[config.mk]
export PLATFORM = sky130hd
export DESIGN_NAME = pip_regs_ctrl_flat
export DESIGN_NICKNAME = d
export VERILOG_FILES = /design/src/rtl/pip_regs_ctrl_if.sv /design/src/rtl/pip_regs_ctrl.sv /design/src/flat_wrapper.sv
export SDC_FILE = /design/constraint.sdc
export NUM_CORES = 1
export LEC_CHECK = 0
export ABC_AREA = 1
export CORE_AREA = 8 8 430 432
export CTS_CLUSTER_DIAMETER = 150
export DETAILED_ROUTE_END_ITERATION = 7
export DIE_AREA = 0 0 438 440
export GPL_TIMING_DRIVEN = 0
export SLEW_MARGIN = 20
export SYNTH_ARGS = -nofsm -noshare
export SYNTH_HDL_FRONTEND = slang
export SYNTH_SLANG_ARGS = --single-unit
[constraint.sdc]
create_clock -name clk -period 6.2 [get_ports clk]
set_input_delay 1.55 -clock clk [delete_from_list [all_inputs] [get_ports clk]]
set_output_delay 1.55 -clock clk [all_outputs]
set_load 0.05 [all_outputs]
[src/rtl/pip_regs_ctrl_if.sv]
// Bundled data/control signals of the pipeline-register bank.
// master drives the next-stage inputs; slave is the register bank itself.
interface pip_regs_ctrl_if #(
    parameter int unsigned STAGES = 4,
    parameter int unsigned WIDTH  = 128,
    parameter int unsigned CNT_W  = 32
);
    logic [STAGES*WIDTH-1:0] i_data;
    logic [STAGES-1:0]       i_valid;
    logic [STAGES-1:0]       i_hold_req;
    logic [STAGES-1:0]       i_flush;
    logic                    i_cnt_clr;
    logic [STAGES*WIDTH-1:0] o_data;
    logic [STAGES-1:0]       o_valid;
    logic [STAGES-1:0]       o_hold;
    logic [CNT_W-1:0]        o_stall_cnt;
    logic [CNT_W-1:0]        o_bubble_cnt;

    modport master (
        output i_data, i_valid, i_hold_req, i_flush, i_cnt_clr,
        input  o_data, o_valid, o_hold, o_stall_cnt, o_bubble_cnt
    );

    modport slave (
        input  i_data, i_valid, i_hold_req, i_flush, i_cnt_clr,
        output o_data, o_valid, o_hold, o_stall_cnt, o_bubble_cnt
    );
endinterface

[src/rtl/pip_regs_ctrl.sv]
// Pipeline-register bank: backward stall propagation, bubble insertion below
// a stall, per-register flush, and saturating stall/bubble statistics.
module pip_regs_ctrl #(
    parameter int unsigned STAGES      = 4,
    parameter int unsigned WIDTH       = 128,
    parameter bit          BUBBLE_ZERO = 1'b1,
    parameter int unsigned CNT_W       = 32
) (
    input  logic           clk,
    input  logic           rst,
    pip_regs_ctrl_if.slave bus
);

    logic [STAGES*WIDTH-1:0] data_q, data_d;
    logic [STAGES-1:0]       valid_q, valid_d;
    logic [CNT_W-1:0]        stall_q, stall_d;
    logic [CNT_W-1:0]        bubble_q, bubble_d;

    logic [STAGES-1:0]       hold;
    logic [STAGES-1:0]       hold_up;
    logic [CNT_W:0]          n_bub;
    logic [CNT_W:0]          bub_sum;
    logic [WIDTH-1:0]        slice;
    logic [WIDTH-1:0]        fill;

    // Register k stalls if it or any register downstream of it is held;
    // computed as a reduction rather than a ripple chain.
    always_comb begin
        hold = '0;
        for (int unsigned k = 0; k < STAGES; k++) begin
            hold[k] = |(bus.i_hold_req >> k);
        end
    end

    assign hold_up = {hold[STAGES-2:0], 1'b0};

    always_comb begin
        data_d  = data_q;
        valid_d = valid_q;
        n_bub   = '0;
        slice   = '0;
        fill    = '0;
        for (int unsigned k = 0; k < STAGES; k++) begin
            slice = bus.i_data[k*WIDTH +: WIDTH];
            fill  = BUBBLE_ZERO ? '0 : slice;
            if (bus.i_flush[k]) begin
                data_d[k*WIDTH +: WIDTH] = fill;
                valid_d[k]               = 1'b0;
            end else if (hold[k]) begin
                data_d[k*WIDTH +: WIDTH] = data_q[k*WIDTH +: WIDTH];
                valid_d[k]               = valid_q[k];
            end else if (hold_up[k]) begin
                data_d[k*WIDTH +: WIDTH] = fill;
                valid_d[k]               = 1'b0;
                n_bub                    = n_bub + (CNT_W+1)'(1);
            end else begin
                data_d[k*WIDTH +: WIDTH] = slice;
                valid_d[k]               = bus.i_valid[k];
            end
        end
    end

    // Bubble count may add several per edge, so saturate on the carry-out.
    always_comb begin
        stall_d  = stall_q;
        bubble_d = bubble_q;
        bub_sum  = {1'b0, bubble_q} + n_bub;
        if (bus.i_cnt_clr) begin
            stall_d  = '0;
            bubble_d = '0;
        end else begin
            if (hold[0] && (stall_q != '1)) begin
                stall_d = stall_q + CNT_W'(1);
            end
            bubble_d = bub_sum[CNT_W] ? '1 : bub_sum[CNT_W-1:0];
        end
    end

    always_ff @(posedge clk) begin
        if (rst) begin
            data_q   <= '0;
            valid_q  <= '0;
            stall_q  <= '0;
            bubble_q <= '0;
        end else begin
            data_q   <= data_d;
            valid_q  <= valid_d;
            stall_q  <= stall_d;
            bubble_q <= bubble_d;
        end
    end

    assign bus.o_data       = data_q;
    assign bus.o_valid      = valid_q;
    assign bus.o_hold       = hold;
    assign bus.o_stall_cnt  = stall_q;
    assign bus.o_bubble_cnt = bubble_q;

endmodule

[src/flat_wrapper.sv]
// flat-port wrapper written by rule: the top's interface ports become plain ports
module pip_regs_ctrl_flat 
#(
    parameter int unsigned STAGES      = 4,
    parameter int unsigned WIDTH       = 128,
    parameter bit          BUBBLE_ZERO = 1'b1,
    parameter int unsigned CNT_W       = 32
)
  (clk, rst, bus_i_data, bus_i_valid, bus_i_hold_req, bus_i_flush, bus_i_cnt_clr, bus_o_data, bus_o_valid, bus_o_hold, bus_o_stall_cnt, bus_o_bubble_cnt);
  pip_regs_ctrl_if #(.STAGES(STAGES), .WIDTH(WIDTH), .CNT_W(CNT_W)) bus_i ();
  input  logic clk;
  input  logic rst;
  input wire logic [$bits(bus_i.i_data)-1:0] bus_i_data;
  input wire logic [$bits(bus_i.i_valid)-1:0] bus_i_valid;
  input wire logic [$bits(bus_i.i_hold_req)-1:0] bus_i_hold_req;
  input wire logic [$bits(bus_i.i_flush)-1:0] bus_i_flush;
  input wire logic [$bits(bus_i.i_cnt_clr)-1:0] bus_i_cnt_clr;
  output wire logic [$bits(bus_i.o_data)-1:0] bus_o_data;
  output wire logic [$bits(bus_i.o_valid)-1:0] bus_o_valid;
  output wire logic [$bits(bus_i.o_hold)-1:0] bus_o_hold;
  output wire logic [$bits(bus_i.o_stall_cnt)-1:0] bus_o_stall_cnt;
  output wire logic [$bits(bus_i.o_bubble_cnt)-1:0] bus_o_bubble_cnt;
  assign bus_i.i_data = bus_i_data;
  assign bus_i.i_valid = bus_i_valid;
  assign bus_i.i_hold_req = bus_i_hold_req;
  assign bus_i.i_flush = bus_i_flush;
  assign bus_i.i_cnt_clr = bus_i_cnt_clr;
  assign bus_o_data = bus_i.o_data;
  assign bus_o_valid = bus_i.o_valid;
  assign bus_o_hold = bus_i.o_hold;
  assign bus_o_stall_cnt = bus_i.o_stall_cnt;
  assign bus_o_bubble_cnt = bus_i.o_bubble_cnt;
  pip_regs_ctrl #(.STAGES(STAGES), .WIDTH(WIDTH), .BUBBLE_ZERO(BUBBLE_ZERO), .CNT_W(CNT_W)) u_core (.clk(clk), .rst(rst), .bus(bus_i));
endmodule
**Yosys cells after proc, flatten, opt, wreduce, memory -nomap -nowiden**

Index checks and enable logic that the tools add are counted.

- Word-level logic and storage cells: 40
- Output and inout port bits: 584
- Register bits after elaboration: 580
- Input bits: 527

- Reduce and logical (&&, ||, !) cells: 9
- Muxes and demuxes: 16
- Equality and inequality tests: 1
- Add/sub/neg operators: 4

Operators with widths:

| cell | count |
|---|---|
| 2-to-1 mux 128 bit | 3 |
| 2-to-1 mux 33 bit | 8 |
| adder 33 x 1 -> 33 bit, second input constant | 2 |
| adder 32 x 33 -> 33 bit | 1 |
| adder 32 x 1 -> 32 bit, second input constant | 1 |
| 2-to-1 mux 32 bit | 1 |
| != test 32 bit, second input constant | 1 |
| OR reduction 2 bit | 6 |
| 2-to-1 mux 1 bit | 4 |
| OR reduction 4 bit | 1 |
| OR reduction 3 bit | 1 |
| logical AND 1 bit | 1 |

**Depth between registers and ports, before layout**

- Word-level depth: 14
- Gate-level depth with buffers: 26
- Gate-level depth less buffers: 24

**Least setup slack after synthesis**

No wires, ideal clock.

- Path type: input to register
- Start point: input port bus_i_hold_req[3]
- End point: register u_core.bubble_q[21] (netlist: u_core.bus.o_bubble_cnt[21])
- Setup slack: 847 ps
- Buffers on the path: 3
- Required time: 6143 ps
- Arrival: 5296 ps
- Library setup time: 57 ps
- Cell stages on the path: 25
- Cells stage by stage: buf_2 > nor2_4 > inv_2 > nor2_4 > inv_1 > clkbuf_1 > ha_1 > nand2_1 > o21a_1 > inv_1 > ha_1 > nand3_1 > a22oi_1 > inv_1 > fa_1 > inv_1 > nand2_1 > a21oi_1 > nand2_1 > nor2_1 > nand2_1 > buf_2 > nand3_1 > nand2_1 > inv_1

- Elaborated cells between the ends (all ways): 16
- Those cells by class: add/sub: 3; mux: 10; reduce/logical: 3

RTL lines:

| what | RTL line | text |
|---|---|---|
| start, declared | flat_wrapper.sv:15 | `input wire logic [$bits(bus_i.i_hold_req)-1:0] bus_i_hold_req;` |
| OR reduction 3 bit (*) | pip_regs_ctrl.sv:31 | `hold[k] = \|(bus.i_hold_req >> k);` |
| named net bus_o_hold[1] | flat_wrapper.sv:20 | `output wire logic [$bits(bus_i.o_hold)-1:0] bus_o_hold;` |
| 2-to-1 mux 33 bit | pip_regs_ctrl.sv:49 | `end else if (hold[k]) begin` |
| 2-to-1 mux 33 bit | pip_regs_ctrl.sv:46 | `if (bus.i_flush[k]) begin` |
| adder 33 x 1 -> 33 bit | pip_regs_ctrl.sv:55 | `n_bub = n_bub + (CNT_W+1)'(1);` |
| 2-to-1 mux 33 bit | pip_regs_ctrl.sv:52 | `end else if (hold_up[k]) begin` |
| 2-to-1 mux 33 bit | pip_regs_ctrl.sv:49 |  |
| 2-to-1 mux 33 bit (*) | pip_regs_ctrl.sv:46 |  |
| adder 33 x 1 -> 33 bit | pip_regs_ctrl.sv:55 |  |
| 2-to-1 mux 33 bit | pip_regs_ctrl.sv:52 |  |
| 2-to-1 mux 33 bit | pip_regs_ctrl.sv:49 |  |
| 2-to-1 mux 33 bit (*) | pip_regs_ctrl.sv:46 |  |
| adder 32 x 33 -> 33 bit (*) | pip_regs_ctrl.sv:67 | `bub_sum = {1'b0, bubble_q} + n_bub;` |
| 2-to-1 mux 32 bit (*) | pip_regs_ctrl.sv:75 | `bubble_d = bub_sum[CNT_W] ? '1 : bub_sum[CNT_W-1:0];` |
| end signal, assigned | pip_regs_ctrl.sv:89 | `bubble_q <= bubble_d;` |
| end, declared | pip_regs_ctrl.sv:17 | `logic [CNT_W-1:0] bubble_q, bubble_d;` |

Mark *: on every way through the listed nets, which the timed path passes. The rest lies on a longest branch.
A chain may end at the register's enable or synchronous reset.

**Final worst setup path**

- Start point: input port bus_i_hold_req[2]
- End point: output port bus_o_hold[2]

- Cells in the longest elaborated chain, start to end: 1

RTL lines:

| what | RTL line |
|---|---|
| OR reduction 2 bit | pip_regs_ctrl.sv:31 |
| end, declared | flat_wrapper.sv:20 |

Every way passes these cells.

==> metrics.md <==
| Metric | Value |
|---|---|
| CP Max Fanout | 10 |
| CP Capture Type | output pin |
| Synth Warn # | 0 |
| Final period utilization | slightly above 90% |
| Status | complete, no violations |
| Syn Nets | 3467 |
| Die Span Y | around 440 um |
| Adder-Cell Fraction of Synth Area | less than 1% |
| Worst path bufs/invs | 4 |
| Synth area leader | dfxtp_1 |
| Seq/Total Area, Yosys | between 50% and 60% |
| Clock transition at path regs | ~60 ps |
| Yosys cell types | 33 |
| Clk Latency, worst-skew pair | just under 700 ps |
| Clock root cell | clkbuf_16 |
| Yosys reg bits | 580 |
| Die area | 193000 um^2 |
| Min Hold Slack | approximately 460 ps |
| Slowest stage delay, CP | 1210 ps |
| DR vias/cell | 3.85 |
| Crit path max-delay cell type | clkdlybuf4s50_1 |
| Final nets | between 4000 and 5000 |
| Layout area overhead | 76.9% |
| Top post-synthesis cells by area | dfxtp_1 (53%), nand2_1 (22%), a21oi_1 (13%), nor2_1 (2.1%), clkbuf_1 (2.0%) |
| Max-slew headroom | about 30% |
| Post-synthesis compound-gate area fraction | about an eighth |
| Max-cap violations | 0 |
| Pre-Repair DR Iteration Count | 6 |
| Leak | 12.5 nW |
| Die width | between 400 and 500 um |
| Internal power | roughly 7 mW |
| WS Path Type | in -> out |
| Simple-Gate Fraction of Synth Area | around a quarter |
| Max Clock Freq | around 0.17 GHz |
| # H-tree levels | 3 |
| Worst Setup Slack, final | between 400 and 500 ps |
| ANT nets after route | 0 |
| Mux contribution to synthesized area | 0% |
| Largest family of logic cells by synthesized area | simple AND/OR/NAND/NOR gates |
| Arr. time, crit path | 4210 ps |
| Pins Over Slew Limit | 0 |
| Synth Instances | around 3000 |
| Rows | 155 |
| Switching power | roughly 2.5 mW |
| Post-DP Area | 35700 um^2 |
| Clock skew | between 15 and 20 ps |
| DPL Wire Length | approximately 150 mm |
| Initial core utilization | approximately an eighth |
| Fin crit period | about 5800 ps |
| Post-Syn Area | roughly 22000 um^2 |
| Initial antenna violation count | 64 |
| Sequential Power Share | around two fifths |
| Total GRT Usage | between 10% and 20% |
| CTS Buf Count | between 70 and 80 |
| RSZ-0062 raised after global routing | false |
| CTS Buffer Depth | 3 |
| WL final | ~170 mm |
| Final Instance Area | about 38000 um^2 |
| Vias | 25260 |
| Worst IR Drop VDD | between 0.15 and 0.2 mV |
| Hold Fails Final Rpt | 0 |
| DRT iter0 DRCs | between 2000 and 2500 |
| Hold crit path type | reg -> reg |
| Share of the synthesized area in the top cell type | 53.5% |
| Setup crit start kind | input pin |
| Routed len/inst | between 20 and 30 um |
| Remaining global-route overflow | 0 |
| Wire length of the first global-routing pass | ~220 mm |
| Final weighted congestion in routability-driven placement | slightly below 1 |
| Layout cells sized above 1 | approximately 4.8% |
| I/O Pins | about 1100 |
| Drt drc | 0 |
| Clock power share | just under 50% |
| DP Worst Slack | -946 ps |
| Mapped Avg Cell Area | between 7 and 8 um^2 |
| IO Port Bufs | between 1000 and 1500 |
| XOR/XNOR Fraction of Synth Area | less than 1% |
| Vias in the first global route | between 20000 and 25000 |
| Final setup fails | 0 |
| Actual slew at the worst max-slew pin | between 1000 and 1500 ps |
| CTS sink count | 580 |
| Placeable Area | between 150000 and 200000 um^2 |
| Worst-path cell chain | dlymetal6s2s_1, nor2_4, inv_2, clkbuf_1, clkdlybuf4s50_1 |
| CP delay by family, top | buffers and inverters |
| Pin count of the biggest net entering global routing | 15 |
| CTS tree | done |
| CTS Hold Bufs | 0 |
| Pwr/cell area | 246 nW/um^2 |
| Critical Path RT | 4650 ps |
| Gate power share | between 10% and 20% |
| Switching share of power | 26.8% |
[area by class of cell]
class | instances | area (um^2)
diodes | 25 | 62.6
plain buffers | 183 | 862
clock buffers | 108 | 2160
clock inverters | 27 | 380
fillers | 19876 | 139000
inverters | 85 | 323
multi-input cells | 2084 | 8920
flip-flops and latches | 580 | 11600
well taps | 2355 | 2950
repair buffers | 1113 | 11100
[synth_stat cells]
cell type,count
nand2_1,1288
dfxtp_1,580
a21oi_1,554
nor2_1,119
clkbuf_1,117
inv_1,81
nand3_1,43
buf_2,31
buf_4,26
xor2_1,14
nand3b_1,10
o21ai_0,10
nand4_1,8
buf_1,6
ha_1,6
xnor2_1,6
a31oi_1,4
buf_6,4
nor2_4,4
nor3_1,4
inv_2,3
nand2_4,2
o21bai_1,2
or2_2,2
a22oi_1,1
and2_1,1
clkinv_1,1
fa_1,1
nand2_2,1
nand2_8,1
nor3b_1,1
o21a_1,1
or2_1,1
[cell usage in the layout (no fill, tap or decap), drive strengths merged, types with 6 or more instances in the layout]
master and instances:
a21oi 554, buf 73, bufinv 6, clkbuf 224
clkdlybuf4s50 1104, clkinv 14, dfxtp 580, diode 25
ha 6, inv 91, nand2 1292, nand3 43
nand3b 10, nand4 8, nor2 123, o21ai 10
xnor2 6, xor2 14
[sequential cells by signal, indices dropped and copies added, names as in the netlist]
register	count
u_core.bus.o_data	512
u_core.bus.o_bubble_cnt	32
u_core.bus.o_stall_cnt	32
u_core.bus.o_valid	4
[power groups by stage]
stage	registers [mW]	logic, mW	clock network [mW]
after floorplan	4.02	0.200	0
after global placement	3.88	0.987	0
after detailed placement	3.88	0.987	0
after CTS	3.80	0.993	4.79
after global routing	3.81	1.04	4.92
final	3.80	0.987	4.64
[routing by layer]
layer	GRT usage [%]	wire length, um	share of wire (%)	vias up
li1	-	-	-	11748
met1	18.9	63800	36	12028
met2	27.8	81900	47	1179
met3	7.70	19900	11	289
met4	9.01	9270	5.3	16
met5	0.327	176	0.10	-
[worst min-delay path, delay by kind of cell, from the launching register on]
family	cells	cell delay [ps]
AOI/OAI and AO/OA	1	50
DFF	1	310
and+or+nand+nor	1	50
[logic make-up after synthesis]
family	after synthesis
AO/OA/AOI/OAI	572
buffers and inverters	269
flip-flops	580
XOR/XNOR	20
AND/OR/NAND/NOR	1485
adder cells (fa/ha/maj)	7
[final timing paths]
kind | from | endpoint | slack (ps) | cells past startpoint
setup / recovery | bus_i_hold_req[2] | bus_o_hold[2] | 440 | 5
hold / removal | u_core.bus.o_data[511] | u_core.bus.o_data[511] | 460 | 2
setup reg to reg | u_core.bus.o_bubble_cnt[0] | u_core.bus.o_bubble_cnt[27] | 3830 | 13
hold reg to reg | u_core.bus.o_data[511] | u_core.bus.o_data[511] | 460 | 2
[stage by stage]
stage	utilization (%)	TNS (ps)	power, mW	cells
6_report	21.6	0	9.43	6560
5_1_grt	21.6	0	9.76	6549
4_1_cts	21.6	0	9.59	6532
3_5_place_dp	20.1	-29510	4.87	6397
3_3_place_gp	20.1	-29710	4.87	6397
2_1_floorplan	-	0	4.22	2933
[timing repair]
item	CTS	global route
gates resized for setup	5	4
pin swaps	1	1
endpoints found under the setup margin	32	31
buffers inserted	1	3
gates cloned	0	0
No activity file was read; power rests on OpenSTA's default activity.
